[src/rtl/lc3_pkg.sv]
// -----------------------------------------------------------------------------
// lc3_pkg
// Shared definitions for the LC3 Decode stage:
//   - op_t       : LC3 opcode encoding of IR[15:12]
//   - wb_t       : W_Control write-back source select
//   - ALU_*      : alu_control codes carried in E_Control
//   - PC1_*      : pcselect1 codes carried in E_Control
//   - E_*        : bit positions of the fields inside E_Control
//   - LC3_W / LC3_IR_RST : datapath width and the NOP word used on reset/flush
//   - is_unsupported()   : true for opcodes this pipeline does not execute
// -----------------------------------------------------------------------------
package lc3_pkg;

    localparam int LC3_W = 16;

    // BR with nzp=000 never branches, so an all-zero IR acts as a NOP.
    localparam logic [LC3_W-1:0] LC3_IR_RST = 16'h0000;

    typedef enum logic [3:0] {
        OP_BR   = 4'b0000,
        OP_ADD  = 4'b0001,
        OP_LD   = 4'b0010,
        OP_ST   = 4'b0011,
        OP_JSR  = 4'b0100,
        OP_AND  = 4'b0101,
        OP_LDR  = 4'b0110,
        OP_STR  = 4'b0111,
        OP_RTI  = 4'b1000,
        OP_NOT  = 4'b1001,
        OP_LDI  = 4'b1010,
        OP_STI  = 4'b1011,
        OP_JMP  = 4'b1100,
        OP_RES  = 4'b1101,
        OP_LEA  = 4'b1110,
        OP_TRAP = 4'b1111
    } op_t;

    typedef enum logic [1:0] {
        WB_ALU = 2'd0,
        WB_LEA = 2'd1,
        WB_MEM = 2'd2
    } wb_t;

    localparam logic [1:0] ALU_ADD = 2'b00;
    localparam logic [1:0] ALU_AND = 2'b01;
    localparam logic [1:0] ALU_NOT = 2'b10;

    // pcselect1 picks the offset field that feeds the address adder.
    localparam logic [1:0] PC1_NONE  = 2'b00;
    localparam logic [1:0] PC1_OFF9  = 2'b01;
    localparam logic [1:0] PC1_OFF6  = 2'b10;
    localparam logic [1:0] PC1_ZERO  = 2'b11;

    // E_Control = {alu_control[1:0], pcselect1[1:0], pcselect2, op2select}
    localparam int E_ALU_LSB  = 4;
    localparam int E_PC1_LSB  = 2;
    localparam int E_PC2_BIT  = 1;
    localparam int E_OP2_BIT  = 0;
    localparam int E_W        = 6;

    function automatic logic is_unsupported(input logic [3:0] opcode);
        case (op_t'(opcode))
            OP_JSR, OP_RTI, OP_RES, OP_TRAP: return 1'b1;
            default:                         return 1'b0;
        endcase
    endfunction

endpackage

[src/rtl/lc3_decode_if.sv]
// -----------------------------------------------------------------------------
// lc3_decode_if
// Bundles the Decode stage's upstream inputs and downstream outputs.
//   master : the Fetch / control side, drives enable_decode, flush, Instr_dout,
//            npc_in and observes the decoded outputs
//   slave  : the Decode stage itself
// Signals:
//   enable_decode, flush, Instr_dout[15:0], npc_in[15:0]            (to decode)
//   IR[15:0], npc_out[15:0], E_Control[5:0], W_Control[1:0],
//   Mem_Control, dec_valid, illegal_op                            (from decode)
// -----------------------------------------------------------------------------
interface lc3_decode_if;

    logic                        enable_decode;
    logic                        flush;
    logic [lc3_pkg::LC3_W-1:0]   Instr_dout;
    logic [lc3_pkg::LC3_W-1:0]   npc_in;

    logic [lc3_pkg::LC3_W-1:0]   IR;
    logic [lc3_pkg::LC3_W-1:0]   npc_out;
    logic [lc3_pkg::E_W-1:0]     E_Control;
    logic [1:0]                  W_Control;
    logic                        Mem_Control;
    logic                        dec_valid;
    logic                        illegal_op;

    modport master (
        output enable_decode, flush, Instr_dout, npc_in,
        input  IR, npc_out, E_Control, W_Control, Mem_Control, dec_valid, illegal_op
    );

    modport slave (
        input  enable_decode, flush, Instr_dout, npc_in,
        output IR, npc_out, E_Control, W_Control, Mem_Control, dec_valid, illegal_op
    );

endinterface

[src/rtl/lc3_decode_ctrl.sv]
// -----------------------------------------------------------------------------
// lc3_decode_ctrl
// Combinational control lookup: opcode and the immediate-select bit IR[5]
// map to the Execute, Writeback and Memory control words.
// Ports:
//   opcode    in  4  IR[15:12]
//   imm_sel   in  1  IR[5] (1 = immediate second operand for ADD/AND)
//   e_ctrl    out 6  {alu_control, pcselect1, pcselect2, op2select}
//   w_ctrl    out 2  write-back source (wb_t)
//   mem_ctrl  out 1  indirect memory access (LDI/STI)
// Unsupported opcodes produce all-zero controls.
// -----------------------------------------------------------------------------
module lc3_decode_ctrl
    import lc3_pkg::*;
(
    input  logic [3:0]       opcode,
    input  logic             imm_sel,
    output logic [E_W-1:0]   e_ctrl,
    output logic [1:0]       w_ctrl,
    output logic             mem_ctrl
);

    logic [1:0] alu;
    logic [1:0] pc1;
    logic       pc2;
    logic       op2;
    wb_t        wb;

    always_comb begin
        alu      = ALU_ADD;
        pc1      = PC1_NONE;
        pc2      = 1'b0;
        op2      = 1'b0;
        wb       = WB_ALU;
        mem_ctrl = 1'b0;

        case (op_t'(opcode))
            // op2select=1 selects the register operand, so it is the inverse of IR[5].
            OP_ADD: begin alu = ALU_ADD; op2 = ~imm_sel; end
            OP_AND: begin alu = ALU_AND; op2 = ~imm_sel; end
            OP_NOT: begin alu = ALU_NOT; op2 = 1'b1;     end
            OP_BR:  begin pc1 = PC1_OFF9; pc2 = 1'b1;    end
            OP_JMP: begin pc1 = PC1_ZERO; pc2 = 1'b0;    end
            OP_LD:  begin pc1 = PC1_OFF9; pc2 = 1'b1; wb = WB_MEM; end
            OP_LDI: begin pc1 = PC1_OFF9; pc2 = 1'b1; wb = WB_MEM; mem_ctrl = 1'b1; end
            OP_ST:  begin pc1 = PC1_OFF9; pc2 = 1'b1;    end
            OP_STI: begin pc1 = PC1_OFF9; pc2 = 1'b1; mem_ctrl = 1'b1; end
            OP_LDR: begin pc1 = PC1_OFF6; pc2 = 1'b0; wb = WB_MEM; end
            OP_STR: begin pc1 = PC1_OFF6; pc2 = 1'b0;    end
            OP_LEA: begin pc1 = PC1_OFF9; pc2 = 1'b1; wb = WB_LEA; end
            default: ;
        endcase

        e_ctrl                      = '0;
        e_ctrl[E_ALU_LSB +: 2]      = alu;
        e_ctrl[E_PC1_LSB +: 2]      = pc1;
        e_ctrl[E_PC2_BIT]           = pc2;
        e_ctrl[E_OP2_BIT]           = op2;
        w_ctrl                      = wb;
    end

endmodule

[src/rtl/lc3_decode.sv]
// -----------------------------------------------------------------------------
// lc3_decode
// LC3 Decode stage, directly downstream of Fetch. Registers the instruction
// word and its npc, and registers the control words decoded from the incoming
// word so they line up with the captured IR (latency 1).
// Ports:
//   clock   in  rising-edge clock
//   reset   in  asynchronous active-high reset
//   dec     lc3_decode_if.slave:
//             enable_decode (capture / stall), flush (kill, wins over enable),
//             Instr_dout, npc_in -> IR, npc_out, E_Control, W_Control,
//             Mem_Control, dec_valid, illegal_op
// Configuration:
//   LC3_ILLEGAL_OP_EN  when defined, a sticky illegal_op flag is set by any
//                      unsupported opcode captured without flush; otherwise
//                      illegal_op is tied low.
// -----------------------------------------------------------------------------
module lc3_decode
    import lc3_pkg::*;
#(
    parameter int                DATA_W = LC3_W,
    parameter logic [DATA_W-1:0] IR_RST = LC3_IR_RST
)
(
    input  logic        clock,
    input  logic        reset,
    lc3_decode_if.slave dec
);

    logic [DATA_W-1:0] ir_q;
    logic [DATA_W-1:0] npc_q;
    logic [E_W-1:0]    e_q;
    logic [1:0]        w_q;
    logic              mem_q;
    logic              valid_q;

    logic [E_W-1:0]    next_e;
    logic [1:0]        next_w;
    logic              next_mem;

    lc3_decode_ctrl u_ctrl (
        .opcode   (dec.Instr_dout[15:12]),
        .imm_sel  (dec.Instr_dout[5]),
        .e_ctrl   (next_e),
        .w_ctrl   (next_w),
        .mem_ctrl (next_mem)
    );

    // Flush turns the stage into a bubble but leaves npc_out alone; a stall
    // simply skips the update so every register holds.
    always_ff @(posedge clock or posedge reset) begin
        if (reset) begin
            ir_q    <= IR_RST;
            npc_q   <= '0;
            e_q     <= '0;
            w_q     <= '0;
            mem_q   <= 1'b0;
            valid_q <= 1'b0;
        end else if (dec.flush) begin
            ir_q    <= IR_RST;
            e_q     <= '0;
            w_q     <= '0;
            mem_q   <= 1'b0;
            valid_q <= 1'b0;
        end else if (dec.enable_decode) begin
            ir_q    <= dec.Instr_dout;
            npc_q   <= dec.npc_in;
            e_q     <= next_e;
            w_q     <= next_w;
            mem_q   <= next_mem;
            valid_q <= 1'b1;
        end
    end

    assign dec.IR          = ir_q;
    assign dec.npc_out     = npc_q;
    assign dec.E_Control   = e_q;
    assign dec.W_Control   = w_q;
    assign dec.Mem_Control = mem_q;
    assign dec.dec_valid   = valid_q;

`ifdef LC3_ILLEGAL_OP_EN
    logic illegal_q;

    // Sticky until reset; a flushed word never counts as executed.
    always_ff @(posedge clock or posedge reset) begin
        if (reset) begin
            illegal_q <= 1'b0;
        end else if (dec.enable_decode && !dec.flush &&
                     is_unsupported(dec.Instr_dout[15:12])) begin
            illegal_q <= 1'b1;
        end
    end

    assign dec.illegal_op = illegal_q;
`else
    assign dec.illegal_op = 1'b0;
`endif

endmodule

[src/flat_wrapper.sv]
// flat-port wrapper written by rule: the top's interface ports become plain ports
module lc3_decode_flat import lc3_pkg::*;
#(
    parameter int                DATA_W = LC3_W,
    parameter logic [DATA_W-1:0] IR_RST = LC3_IR_RST
)
  (clock, reset, dec_enable_decode, dec_flush, dec_Instr_dout, dec_npc_in, dec_IR, dec_npc_out, dec_E_Control, dec_W_Control, dec_Mem_Control, dec_dec_valid, dec_illegal_op);
  lc3_decode_if dec_i ();
  input  logic clock;
  input  logic reset;
  input wire logic [$bits(dec_i.enable_decode)-1:0] dec_enable_decode;
  input wire logic [$bits(dec_i.flush)-1:0] dec_flush;
  input wire logic [$bits(dec_i.Instr_dout)-1:0] dec_Instr_dout;
  input wire logic [$bits(dec_i.npc_in)-1:0] dec_npc_in;
  output wire logic [$bits(dec_i.IR)-1:0] dec_IR;
  output wire logic [$bits(dec_i.npc_out)-1:0] dec_npc_out;
  output wire logic [$bits(dec_i.E_Control)-1:0] dec_E_Control;
  output wire logic [$bits(dec_i.W_Control)-1:0] dec_W_Control;
  output wire logic [$bits(dec_i.Mem_Control)-1:0] dec_Mem_Control;
  output wire logic [$bits(dec_i.dec_valid)-1:0] dec_dec_valid;
  output wire logic [$bits(dec_i.illegal_op)-1:0] dec_illegal_op;
  assign dec_i.enable_decode = dec_enable_decode;
  assign dec_i.flush = dec_flush;
  assign dec_i.Instr_dout = dec_Instr_dout;
  assign dec_i.npc_in = dec_npc_in;
  assign dec_IR = dec_i.IR;
  assign dec_npc_out = dec_i.npc_out;
  assign dec_E_Control = dec_i.E_Control;
  assign dec_W_Control = dec_i.W_Control;
  assign dec_Mem_Control = dec_i.Mem_Control;
  assign dec_dec_valid = dec_i.dec_valid;
  assign dec_illegal_op = dec_i.illegal_op;
  lc3_decode #(.DATA_W(DATA_W), .IR_RST(IR_RST)) u_core (.clock(clock), .reset(reset), .dec(dec_i));
endmodule
[config.mk]
export PLATFORM = sky130hd
export DESIGN_NAME = lc3_decode_flat
export DESIGN_NICKNAME = d
export VERILOG_FILES = /design/src/rtl/lc3_pkg.sv /design/src/rtl/lc3_decode_if.sv /design/src/rtl/lc3_decode_ctrl.sv /design/src/rtl/lc3_decode.sv /design/src/flat_wrapper.sv
export SDC_FILE = /design/constraint.sdc
export NUM_CORES = 1
export LEC_CHECK = 0
export ABC_AREA = 1
export BUFFER_PORTS_ARGS = -buffer_cell sky130_fd_sc_hd__clkbuf_2
export CAP_MARGIN = 10
export CORE_UTILIZATION = 41
export CTS_CLUSTER_SIZE = 25
export DETAILED_ROUTE_END_ITERATION = 8
export PLACE_DENSITY_LB_ADDON = 0.2
export SLEW_MARGIN = 20
export SYNTH_ARGS = -nofsm -noshare
export SYNTH_HDL_FRONTEND = slang
export SYNTH_SLANG_ARGS = --single-unit
[constraint.sdc]
create_clock -name clock -period 1.2 [get_ports clock]
set_clock_uncertainty 0.2 [all_clocks]
set_input_delay 0.12 -clock clock [delete_from_list [all_inputs] [get_ports clock]]
set_output_delay 0.12 -clock clock [all_outputs]
set_load 0.05 [all_outputs]
**After elaboration in Yosys (flattened, before gate mapping)**

Index checks and enable logic that the tools add are counted.

- Equality and inequality tests: 11
- Mux-type cells: 16
- Bitwise gates (word level): 2
- Reduce and logical (&&, ||, !) cells: 8

Operators by type and width:

| kind | count |
|---|---|
| 16-bit two-way mux | 2 |
| 4-bit == test (second input constant) | 5 |
| 4-bit by 3-bit == test with 1-bit output (second input constant) | 3 |
| 6-bit two-way mux | 2 |
| 4-bit by 2-bit == test with 1-bit output (second input constant) | 2 |
| 2-bit one-hot mux with 2 select lines | 2 |
| 1-bit two-way mux | 6 |
| 2-bit one-hot mux with 3 select lines | 1 |
| 2-bit OR reduction | 3 |
| 6-bit OR reduction | 1 |
| 4-bit by 1-bit == test with 1-bit output (second input constant) | 1 |
| 4-bit zero test | 1 |
| 2-bit two-way mux | 2 |
| 3-bit OR reduction | 1 |
| 1-bit inverter | 2 |
| 1-bit one-hot mux with 2 select lines | 1 |
| 2-bit AND reduction | 1 |
| 2-bit nonzero test | 1 |

- Register bits after elaboration: 42
- Input bits: 36
- Output and inout port bits: 43
- Word-level logic and storage cells: 43

**Logic depth before layout (Yosys ltp)**

- Depth after elaboration: 5
- Gate-level depth with buffers: 5
- Mapped depth without buffers: 5

**Cells and area by module**

A second synthesis with hierarchy kept.

- Cell total of the unflattened synthesis: 214
- Area total of the unflattened synthesis: 1,848.0 µm²

Modules (own cells, without submodules):

| module | instances | cells each | area each (µm²) | seq. area each (µm²) |
|---|---|---|---|---|
| lc3_decode | 1 | 185 | 1,719.1 | 1,051.0 |
| lc3_decode_ctrl | 1 | 29 | 128.9 | 0.0 |

**Least setup slack after synthesis**

No wires, ideal clock.

- Path type: register to register
- Start: reg, netlist name u_core.dec.E_Control[2]
- End: reg u_core.e_q[2], in the netlist u_core.dec.E_Control[2]
- Setup time: 119 ps
- Data arrival time: 885 ps
- Data required time: 881 ps
- Path slack: -3 ps
- Stages on the path, launching flop included: 4
- Path buffers: 0
- Clock period less this slack: 1,203 ps
- Cell sequence: dfrtp_1 -> nor3b_1 -> nor2_1 -> nand2_1

RTL lines:

| what | RTL line | source |
|---|---|---|
| end signal: assignment | lc3_decode.sv:68 | `e_q <= next_e;` |
| end: declaration | lc3_decode.sv:32 | `logic [E_W-1:0] e_q;` |

**Worst setup path in the final report**

- Start: reg u_core.ir_q[0], in the netlist u_core.dec.IR[0]
- End: out dec_IR[0]

RTL lines:

| what | RTL line | source |
|---|---|---|
| start: declaration | lc3_decode.sv:30 | `logic [DATA_W-1:0] ir_q;` |
| start signal: assignment | lc3_decode.sv:66 | `ir_q <= dec.Instr_dout;` |
| end: declaration | flat_wrapper.sv:15 | `output wire logic [$bits(dec_i.IR)-1:0] dec_IR;` |

No word-level cell between the ends.

==> results.yml <==
outcome:
  outcome: "finished with violations"
  violations: "negative setup slack"
clock_tree:
  clock_path_buffers: 2
  tritoncts: "done"
  path_clk_slew_ns: 0.09
  clock_latency_ns: 0.29
  numCtsBuffers: 5
  clock_sinks: 42
  clockRootBuffer: "clkbuf_8"
  h-tree-depth: 2
power_and_ir_drop:
  seq_power_share_pct: 42.4
  p_int_mw: 2.55
  swShare_pct: 33.6
  ir_drop_mv: 0.806
  p_sw_mw: 1.29
  pwr_density_cell_nw_per_um2: 1200
  p_comb_share_pct: 32.8
  p_leak_nw: 1.72
  pwr-share-clk_pct: 24.8
die:
  die_w_um: 65.7
  rows: 22
  die_area_um2: 4320
  dieHeight_um: 65.7
  core-area_um2: 3770
  io_pins: 79
  initial_core_util_pct: 44.2
critical_path:
  worstSetupStartpointType: "flip-flop"
  setup.worst_path.end_class: "primary output"
  path_buf_inv: 1
  cp_slowest_stage_delay_ns: 0.43
  crit_path_cell_trace: "buf_8"
  path_max_fanout: 2
  crit_family: "flip-flops"
  worst_ep_required_time_ns: 0.88
  slowest_stage: "dfrtp_1"
  worstSetupPathType: "flip-flop to primary output"
  arrival_ns: 0.90
drt:
  vias: 1784
  via_per_inst: 4.90
  route.detailed.drc: 0
  drtPass1Iterations: 5
  routed_wl_um: 6210
  routedWlPerCell_um: 17.1
  drtIter0Drc: 129
  antenna_left: 0
sta:
  setup_violations: 10
  clock.fmax_mhz: 818
  timing.final.ws_setup_ns: -0.0223
  fin_setup_tns_ns: -0.103
  drv_slew: 0
  final_hold_viol_count: 0
  layout_min_cycle_time_ns: 1.22
  rsz0062_at_grt: "yes"
  finalCritPeriodShare_pct: 102
cells_and_area:
  diodes: 0
  final_common_cell: "nand2_1"
  final.fill_count: 174
  final_nets: 351
  mostFrequentLayoutCells: "nand2_1 (70), dfrtp_1 (41), dlygate4sd3_1 (35), buf_8 (34), clkbuf_2 (33)"
  fin_util_pct: 85.3
  layout-drive-gt1-share_pct: 40.2
  area_growth_pct: 93.2
synthesis:
  synth.largest_area_cell: "dfrtp_1"
  netlist_area_um2: 1670
  synth_cell_types: 18
  synth-seq-cells: 42
  netlist.area_leader.share_pct: 63.1
  synth_area_leaders: "dfrtp_1 (63%), nand2_1 (16%), a22o_1 (6.3%), nand3_1 (2.4%), o21ai_0 (2.4%)"
  synth_nets: 206
  syn_area_per_cell_um2: 9.80
  ys_seq_area_share_pct: 63.1
  ys_warn_count: 0
  synthCells: 170
placement:
  portBuffers: 77
  gp_congestion: 0.770
  dp_hpwl_um: 2700
grt:
  antenna_found_initial: 0
  grt_start_max_net_pins: 43
  grt_pass1_vias: 1725
  track_usage_pct: 26.3
  grt_overflow_total: 0
  grt_first_pass_wirelength_um: 8270
worst_hold_path:
  hp-class: "primary input to flip-flop"
flow_run:
  cap_violations: 0
[metal layers]
layer	vias up	share of wire, %	track usage [%]
met4	0	1.9	8.70
met2	81	56	48.2
li1	832	-	-
met1	858	37	29.2
met5	-	0	0
met3	13	5.3	6.60
[path summary, 6_finish.rpt]
kind	start	depth (start not counted)	end	slack (ns)
min	dec_Instr_dout[13]	4	u_core.dec.E_Control[4]	0.005
max in group asynchronous	reset	4	u_core.dec.E_Control[2]	0.36
min in group asynchronous	reset	4	u_core.dec.IR[0]	0.22
min reg2reg	u_core.dec.npc_out[8]	2	u_core.dec.npc_out[8]	0.34
max reg2reg	u_core.dec.E_Control[5]	4	u_core.dec.E_Control[5]	0.02
max	u_core.dec.IR[0]	1	dec_IR[0]	-0.02
[state kept, by name, indices dropped and copies added (netlist names)]
signal	flops
u_core.dec.npc_out	16
u_core.dec.E_Control	6
u_core.dec.Mem_Control	1
u_core.dec.dec_valid	1
u_core.dec.W_Control	2
u_core.dec.IR	16
[power groups by stage]
stage	clock, mW	combinational (mW)	sequential [mW]
final	0.954	1.26	1.63
after global routing	1.03	1.32	1.64
after CTS	0.938	1.09	1.60
after detailed placement	0	0.820	1.61
after global placement	0	0.816	1.61
after floorplan	0	0.186	2.00
[layout make-up]
| class | instances | area, µm² | area share (%) |
|---|---|---|---|
| clock buffers | 7 | 86.3 | 2.68 |
| clock inverters | 1 | 5.00 | 0.156 |
| inverters | 8 | 33.8 | 1.05 |
| multi-input cells | 113 | 537 | 16.7 |
| flip-flops and latches | 42 | 1050 | 32.7 |
| well taps | 48 | 60.1 | 1.87 |
| repair buffers | 145 | 1440 | 44.9 |
[kinds of logic (layout without fill, tap and decap cells)]
family	after synthesis	in the layout	share of synthesized area [%]
AND/OR/NAND/NOR	92	92	22.8
AO/OA/AOI/OAI	20	20	8.72
flip-flops	42	42	63.1
other	1	1	0.225
buffers and inverters	15	161	5.11
[Yosys cell counts]
library cell and n:
nor2_1 7, conb_1 1, a22o_1 12, buf_2 2, nand3_2 1, nor3b_1 1, buf_6 2, nor2_2 1
o21ai_0 8, nor2_4 1, nand2_1 71, dfrtp_1 42, buf_4 3, inv_2 1, inv_1 7, nand2_2 1
nand4_1 1, nand3_1 8
[per-stage QoR]
stage	cell area, µm²	hold WS [ns]	cells	total power, mW	worst slack (ns)
floorplan	1670	-0.0885	170	2.18	0.0497
global placement	2140	-0.0207	294	2.43	0.108
detailed placement	2140	-0.0230	294	2.43	0.0870
CTS	2970	0.000735	340	3.63	-0.00790
global route	3220	0.0380	364	3.99	-0.0416
finish	3220	0.00468	364	3.85	-0.0223
[repair_timing]
action	4_1_cts	5_1_grt
resized for setup	83	51
hold buffers	37	1
setup buffers	1	24
endpoints found under the hold margin	81	1
setup endpoints to repair	42	47
Note: power is estimated with default switching activity, not from simulation.
